## src/rtl/sar_adc_ctrl.sv

```systemverilog
// Successive-approximation ADC controller: synchronises the comparator decision,
// binary-searches N bits through the DAC trial code and publishes the result.
module sar_adc_ctrl #(
  parameter int N             = 8,
  parameter int SAMPLE_CYCLES = 4,
  parameter int SETTLE_CYCLES = 2
) (
  input  logic         clk,
  input  logic         rst_n,
  input  logic         start,
  input  logic         abort,
  input  logic         cmp_in,
  output logic         sample,
  output logic [N-1:0] dac_code,
  output logic         busy,
  output logic         done,
  output logic [N-1:0] result,
  output logic         result_valid
);

  localparam int CNT_MAX = (SAMPLE_CYCLES > SETTLE_CYCLES) ? SAMPLE_CYCLES : SETTLE_CYCLES;
  localparam int CNT_W   = $clog2(CNT_MAX + 1);
  localparam int IDX_W   = $clog2(N);

  localparam logic [CNT_W-1:0] SAMPLE_LAST = CNT_W'(SAMPLE_CYCLES - 1);
  localparam logic [CNT_W-1:0] SETTLE_LAST = CNT_W'(SETTLE_CYCLES - 1);
  localparam logic [IDX_W-1:0] IDX_TOP     = IDX_W'(N - 1);

  typedef enum logic [2:0] {
    S_IDLE   = 3'd0,
    S_SAMPLE = 3'd1,
    S_SETTLE = 3'd2,
    S_DECIDE = 3'd3,
    S_DONE   = 3'd4
  } state_t;

  state_t           r_state, w_state_nxt;
  logic             r_sync1, r_sync2;
  logic [CNT_W-1:0] r_cnt, w_cnt_nxt;
  logic [IDX_W-1:0] r_idx, w_idx_nxt;
  logic [N-1:0]     r_work, w_work_nxt;
  logic [N-1:0]     r_dac, w_dac_nxt;
  logic [N-1:0]     r_result, w_result_nxt;
  logic             r_rvalid, w_rvalid_nxt;
  logic [N-1:0]     w_decided;
  logic [N-1:0]     w_trial_top;
  logic [N-1:0]     w_trial_next;

  // Trial code: decided upper bits plus the bit currently under test.
  function automatic logic [N-1:0] f_trial(input logic [N-1:0] w, input logic [IDX_W-1:0] i);
    return w | (N'(1) << i);
  endfunction

  function automatic logic [N-1:0] f_setbit(input logic [N-1:0] w, input logic [IDX_W-1:0] i,
                                            input logic b);
    return b ? (w | (N'(1) << i)) : (w & ~(N'(1) << i));
  endfunction

  assign w_decided    = f_setbit(r_work, r_idx, r_sync2);
  assign w_trial_top  = f_trial(r_work, IDX_TOP);
  assign w_trial_next = f_trial(w_decided, r_idx - IDX_W'(1));

  // cmp_in is asynchronous to clk; only the second flop is ever used.
  always_ff @(posedge clk or negedge rst_n) begin
    if (!rst_n) begin
      r_sync1 <= 1'b0;
      r_sync2 <= 1'b0;
    end else begin
      r_sync1 <= cmp_in;
      r_sync2 <= r_sync1;
    end
  end

  always_ff @(posedge clk or negedge rst_n) begin
    if (!rst_n) begin
      r_state <= S_IDLE;
    end else begin
      r_state <= w_state_nxt;
    end
  end

  always_ff @(posedge clk or negedge rst_n) begin
    if (!rst_n) begin
      r_cnt    <= '0;
      r_idx    <= '0;
      r_work   <= '0;
      r_dac    <= '0;
      r_result <= '0;
      r_rvalid <= 1'b0;
    end else begin
      r_cnt    <= w_cnt_nxt;
      r_idx    <= w_idx_nxt;
      r_work   <= w_work_nxt;
      r_dac    <= w_dac_nxt;
      r_result <= w_result_nxt;
      r_rvalid <= w_rvalid_nxt;
    end
  end

  always_comb begin
    w_state_nxt  = r_state;
    w_cnt_nxt    = r_cnt;
    w_idx_nxt    = r_idx;
    w_work_nxt   = r_work;
    w_dac_nxt    = r_dac;
    w_result_nxt = r_result;
    w_rvalid_nxt = r_rvalid;
    sample       = 1'b0;
    busy         = 1'b0;
    done         = 1'b0;

    case (r_state)
      S_IDLE: begin
        // abort wins over a simultaneous start request
        if (start && !abort) begin
          w_state_nxt = S_SAMPLE;
          w_cnt_nxt   = '0;
          w_work_nxt  = '0;
          w_dac_nxt   = '0;
        end
      end
      S_SAMPLE: begin
        sample = 1'b1;
        busy   = 1'b1;
        if (r_cnt == SAMPLE_LAST) begin
          w_state_nxt = S_SETTLE;
          w_cnt_nxt   = '0;
          w_idx_nxt   = IDX_TOP;
          w_dac_nxt   = w_trial_top;
        end else begin
          w_cnt_nxt = r_cnt + CNT_W'(1);
        end
      end
      S_SETTLE: begin
        busy = 1'b1;
        if (r_cnt == SETTLE_LAST) begin
          w_state_nxt = S_DECIDE;
          w_cnt_nxt   = '0;
        end else begin
          w_cnt_nxt = r_cnt + CNT_W'(1);
        end
      end
      S_DECIDE: begin
        busy       = 1'b1;
        w_work_nxt = w_decided;
        if (r_idx != '0) begin
          w_state_nxt = S_SETTLE;
          w_idx_nxt   = r_idx - IDX_W'(1);
          w_dac_nxt   = w_trial_next;
        end else begin
          w_state_nxt  = S_DONE;
          w_dac_nxt    = w_decided;
          w_result_nxt = w_decided;
          w_rvalid_nxt = 1'b1;
        end
      end
      S_DONE: begin
        done        = 1'b1;
        w_state_nxt = S_IDLE;
        w_dac_nxt   = '0;
      end
      default: begin
        w_state_nxt = S_IDLE;
        w_dac_nxt   = '0;
      end
    endcase

    // Cancel leaves the published result untouched.
    if (abort && (r_state != S_IDLE)) begin
      w_state_nxt  = S_IDLE;
      w_cnt_nxt    = '0;
      w_dac_nxt    = '0;
      w_result_nxt = r_result;
      w_rvalid_nxt = r_rvalid;
    end
  end

  assign dac_code     = r_dac;
  assign result       = r_result;
  assign result_valid = r_rvalid;

endmodule
```

## config.mk

```make
export PLATFORM = sky130hd
export DESIGN_NAME = sar_adc_ctrl
export DESIGN_NICKNAME = d
export VERILOG_FILES = /design/src/rtl/sar_adc_ctrl.sv
export SDC_FILE = /design/constraint.sdc
export NUM_CORES = 1
export LEC_CHECK = 0
export ABC_AREA = 1
export CORE_MARGIN = 2
export CORE_UTILIZATION = 45
export CTS_BUF_LIST = sky130_fd_sc_hd__clkbuf_4
export DETAILED_ROUTE_END_ITERATION = 10
export PLACE_DENSITY = 0.7
export SLEW_MARGIN = 20
export SYNTH_ARGS = -nofsm -noshare
export SYNTH_HDL_FRONTEND = slang
export SYNTH_SLANG_ARGS = --single-unit
```

## constraint.sdc

```tcl
create_clock -name clk -period 3.1 [get_ports clk]
set_clock_uncertainty 0.05 [all_clocks]
set_input_delay 0.775 -clock clk [delete_from_list [all_inputs] [get_ports clk]]
set_output_delay 0.775 -clock clk [all_outputs]
set_load 0.005 [all_outputs]
```

Yosys cells after proc, flatten, opt, wreduce, memory -nomap -nowiden --
Cells that the tools add are included.
Word-level totals: bits in registers 36, input port bits 5, logic and storage cells 72
Operators by class: add/subtract/negate cells 2, equality and inequality tests 13, shift operators 2, muxes and demuxes 24, bitwise operators 6, reductions and logical operators 16
Operator list (count):
- 8-bit two-way mux | 5
- 3-bit two-way mux | 11
- 8-bit case mux with 4 select lines | 1
- 8-bit OR | 2
- 8-bit case mux with 2 select lines | 1
- 1-bit by 3-bit left shift with 8-bit output (first input constant) | 2
- 3-bit case mux with 4 select lines | 1
- 3-bit AND reduction | 4
- 3-bit by 2-bit == test with 1-bit output (second input constant) | 3
- 3-bit != test (second input constant) | 3
- 3-bit case mux with 3 select lines | 1
- 8-bit bitwise AND | 1
- 2-bit != test (second input constant) | 4
- 8-bit inverter | 1
- 3-bit by 1-bit == test with 1-bit output (second input constant) | 2
- 3-bit case mux with 2 select lines | 1
- 3-bit nonzero test | 2
- 2-bit AND reduction | 2
- 2-bit nonzero test | 2
- 4-bit nonzero test | 1
- 3-bit by 1-bit adder with 3-bit output (second input constant) | 1
- 3-bit == test (second input constant) | 1
- 3-bit logical NOT | 1
- 1-bit two-way mux | 3
- 5 further kinds | 7

Logic depth before layout (Yosys ltp) --
word-level depth 8, gate-level depth with buffers 10

Worst setup path after synthesis --
Ideal clock, no wire load.
path kind register to output, from register r_state[1], to output port sample, data arrival time 0.829 ns, required time 2.275 ns, setup slack 1.446 ns, cell stages (with the launch flop) 5, cells stage by stage dfrtp_1 buf_2 inv_1 nand2_1 inv_2
On the way: longest elaborated chain between the ends 2
RTL lines:
- start, declared | RTL line 37 | state_t r_state, w_state_nxt;
- start signal, assigned | RTL line 78 | r_state <= w_state_nxt;
- 3-bit by 1-bit == test with 1-bit output | RTL line 112 | case (r_state)
- 1-bit two-way mux | RTL line 112
- end, declared | RTL line 13 | output logic sample,
No other way between the ends.

Worst setup path after layout --
Same ends and word-level chain as after synthesis.

==> impl_metrics.yaml <==
placed_design:
  routabilityCongestion: 0.887
  dpl.hpwl_mm: 3.13
  portBuffers: 24
  placed_area_mm2: 0.00227
  post-place-ws_ps: 831
  place_inst: 328
pwr:
  p_per_area_mw_per_mm2: 753
  power_mw: 1.75
  power.leakage_nw: 1.17
  ir_drop_mv: 0.480
route:
  drtIter0Drc: 119
  routedWlPerCell_um: 12.6
  post-route-drc-count: 0
  ant_nets: 0
  dr_total_vias: 1729
  wl_mm: 4.23
  drtPass1Iterations: 4
  viasPerCell: 5.15
cts:
  h-tree-depth: 2
  clk_pin_slew_ps: 110
  clock-sinks: 36
  cts_setup_buffers: 0
  ctsHoldBuffers: 0
  cts_root_buffer: "clkbuf_4"
  post_cts_resize_count: 0
  insertion_delay_ps: 350
  cts_tree: "done"
  clk_path_buf_depth: 2
  cts_buffers: 5
logic_synthesis:
  synthDistinctLibCells: 25
  synth_xor_area_share_pct: 0
  yosysWarnings: 0
  netlist_area_mm2: 0.00199
  synth_compound_area_share_pct: 7.79
  synth_edf_count: 0
  synth.top_cells.by_area: "dfrtp_1, nand2_1, nand3_1"
  ys_seq_area_share_pct: 45.2
  synthArstFlopShare_pct: 100
  muxShareOfSynthArea_pct: 0
  yosys-top-cells-count: "nand2_1, dfrtp_1, nand3_1"
  synth_ff_type: "dfrtp_1"
  synth_top_family_by_area: "simple AND/OR/NAND/NOR gates"
  synth_most_common_cell: "nand2_1"
  synthAdderAreaFrac_pct: 6.28
  synth_area_per_cell_um2: 7.78
  syn_inst: 256
  synth_top_area_share_pct: 45.2
  synthSimpleGateAreaFrac_pct: 33.0
  synth_top_area_cell: "dfrtp_1"
  ys_seq_elements: 36
  synth_fp_nets: 271
final_layout:
  fin_cells: 336
  design_area_mm2: 0.00232
  finalCoreUtilization_pct: 54.0
  drive_gt1_share_pct: 8.10
  final_nets: 298
  area_growth_pct: 16.5
  register_area_um2: 901
  fillers: 413
  n_antenna_cell: 0
  multiInputGateArea_um2: 938
setup_path:
  cp_data_required_time_ps: 2270
  reg2reg_depth: 7
  crit_path_end_kind: "output pin"
  crit_path_start_kind: "register"
  critPathKind: "reg2out"
  critical_path_arrival_ps: 1840
  cp_max_fo: 10
  r2r_start: "r_idx[0]$_DFFE_PN0P_"
  r2r_end: "result[7]$_DFFE_PN0P_"
  reg2reg_slack_ps: 1210
flow_run:
  cap_violations: 0
sta:
  rsz0062_at_grt: "no"
  period_needed_ps: 2660
  setup_ws_ps: 439
  timing.hold.ws_ps: 309
  tns_ps: 0
  slew_violations: 0
  max-slew-margin-rel_pct: 52.6
  timing.final.crit_share_pct: 85.8
  finalHoldViolCount: 0
  timing.fmax_mhz: 376
  report.final.setup_viol: 0
  worst_pin_slew_ps: 708
global_route:
  grt_max_degree: 37
  grt_util_all_layers_pct: 18.7
  antenna_found_initial: 0
  grt_pass1_wl_mm: 7.36
  grt_pass1_vias: 1639
  grt_overflow_total: 0
floorplan:
  ios: 25
  die_y_um: 70.5
  core_mm2: 0.00429
  chipWidth_um: 70.5
  fp.dieArea_mm2: 0.00497
  start_util_pct: 46.4
  rows: 24
min_path:
  hold_depth: 0
  holdPathEnd: "r_sync2$_DFF_PN0_"
  hold_class: "reg2reg"
  min_from: "r_sync1$_DFF_PN0_"
status:
  status: "finished, final reports clean"
[kinds of logic after synthesis]
family | Yosys count
AO/OA/AOI/OAI | 28
adder cells (fa/ha/maj) | 10
buffers and inverters | 36
flip-flops | 36
AND/OR/NAND/NOR | 146
[critical path: stages (launching register included)]
cell             delay [ps]
dfrtp_1                 500
inv_1                   200
nand2_1                 110
inv_2                   160
clkdlybuf4s50_1         520
[routing by layer]
metal / share of wire (%) / GRT usage (%) / routed length [um]
met1: 46 / 25.5 / 1950
met2: 46 / 29.5 / 1970
met3: 4.8 / 3.28 / 205
met4: 2.5 / 7.97 / 106
met5: 0 / 0 / 0
[how the worst max path moves through the flow]
stage,endpoint,slack (ps),depth (start not counted),start
4_1_cts,sample,440,4,r_state[1]$_DFFE_PN0P_
6_report,sample,440,4,r_state[1]$_DFFE_PN0P_
3_3_place_gp,sample,860,4,r_state[1]$_DFFE_PN0P_
2_1_floorplan,sample,1450,4,r_state[1]$_DFFE_PN0P_
3_5_place_dp,sample,830,4,r_state[1]$_DFFE_PN0P_
5_1_grt,sample,310,4,r_state[1]$_DFFE_PN0P_
[power breakdown]
part / switching (mW) / internal (mW) / leakage [nW]
sequential: 0.111 / 0.578 / 0.480
clock: 0.164 / 0.0832 / 0.0324
combinational: 0.506 / 0.305 / 0.653
total: 0.781 / 0.966 / 1.17
[cells in the final DEF, fill, tap and decap left out, types with 3 or more instances in the layout]
cell | synthesis | routed
clkbuf_4 | 0 | 5
a21oi_1 | 3 | 3
nand3_1 | 36 | 36
inv_2 | 4 | 4
inv_1 | 27 | 27
nor2_1 | 16 | 16
a31oi_1 | 3 | 3
clkdlybuf4s50_1 | 0 | 24
o21ai_0 | 17 | 17
dfrtp_1 | 36 | 36
nand2_1 | 81 | 81
nor2_4 | 3 | 3
ha_1 | 10 | 10
[sequential cells by signal (all words and copies together), names as in the netlist]
name and flops:
r_sync1 1, r_state 3, r_cnt 3, r_idx 3
r_work 8, r_sync2 1, result 8, dac_code 8
result_valid 1
[area by class of cell]
type	instances	area share, %
Inverter	31	5.02
Sequential cell	36	38.8
Tap cell	52	2.80
Multi-Input combinational cell	184	40.5
Timing Repair Buffer	25	10.7
Clock buffer	5	1.62
Clock inverter	3	0.593
(Power assumes the default switching activity.)
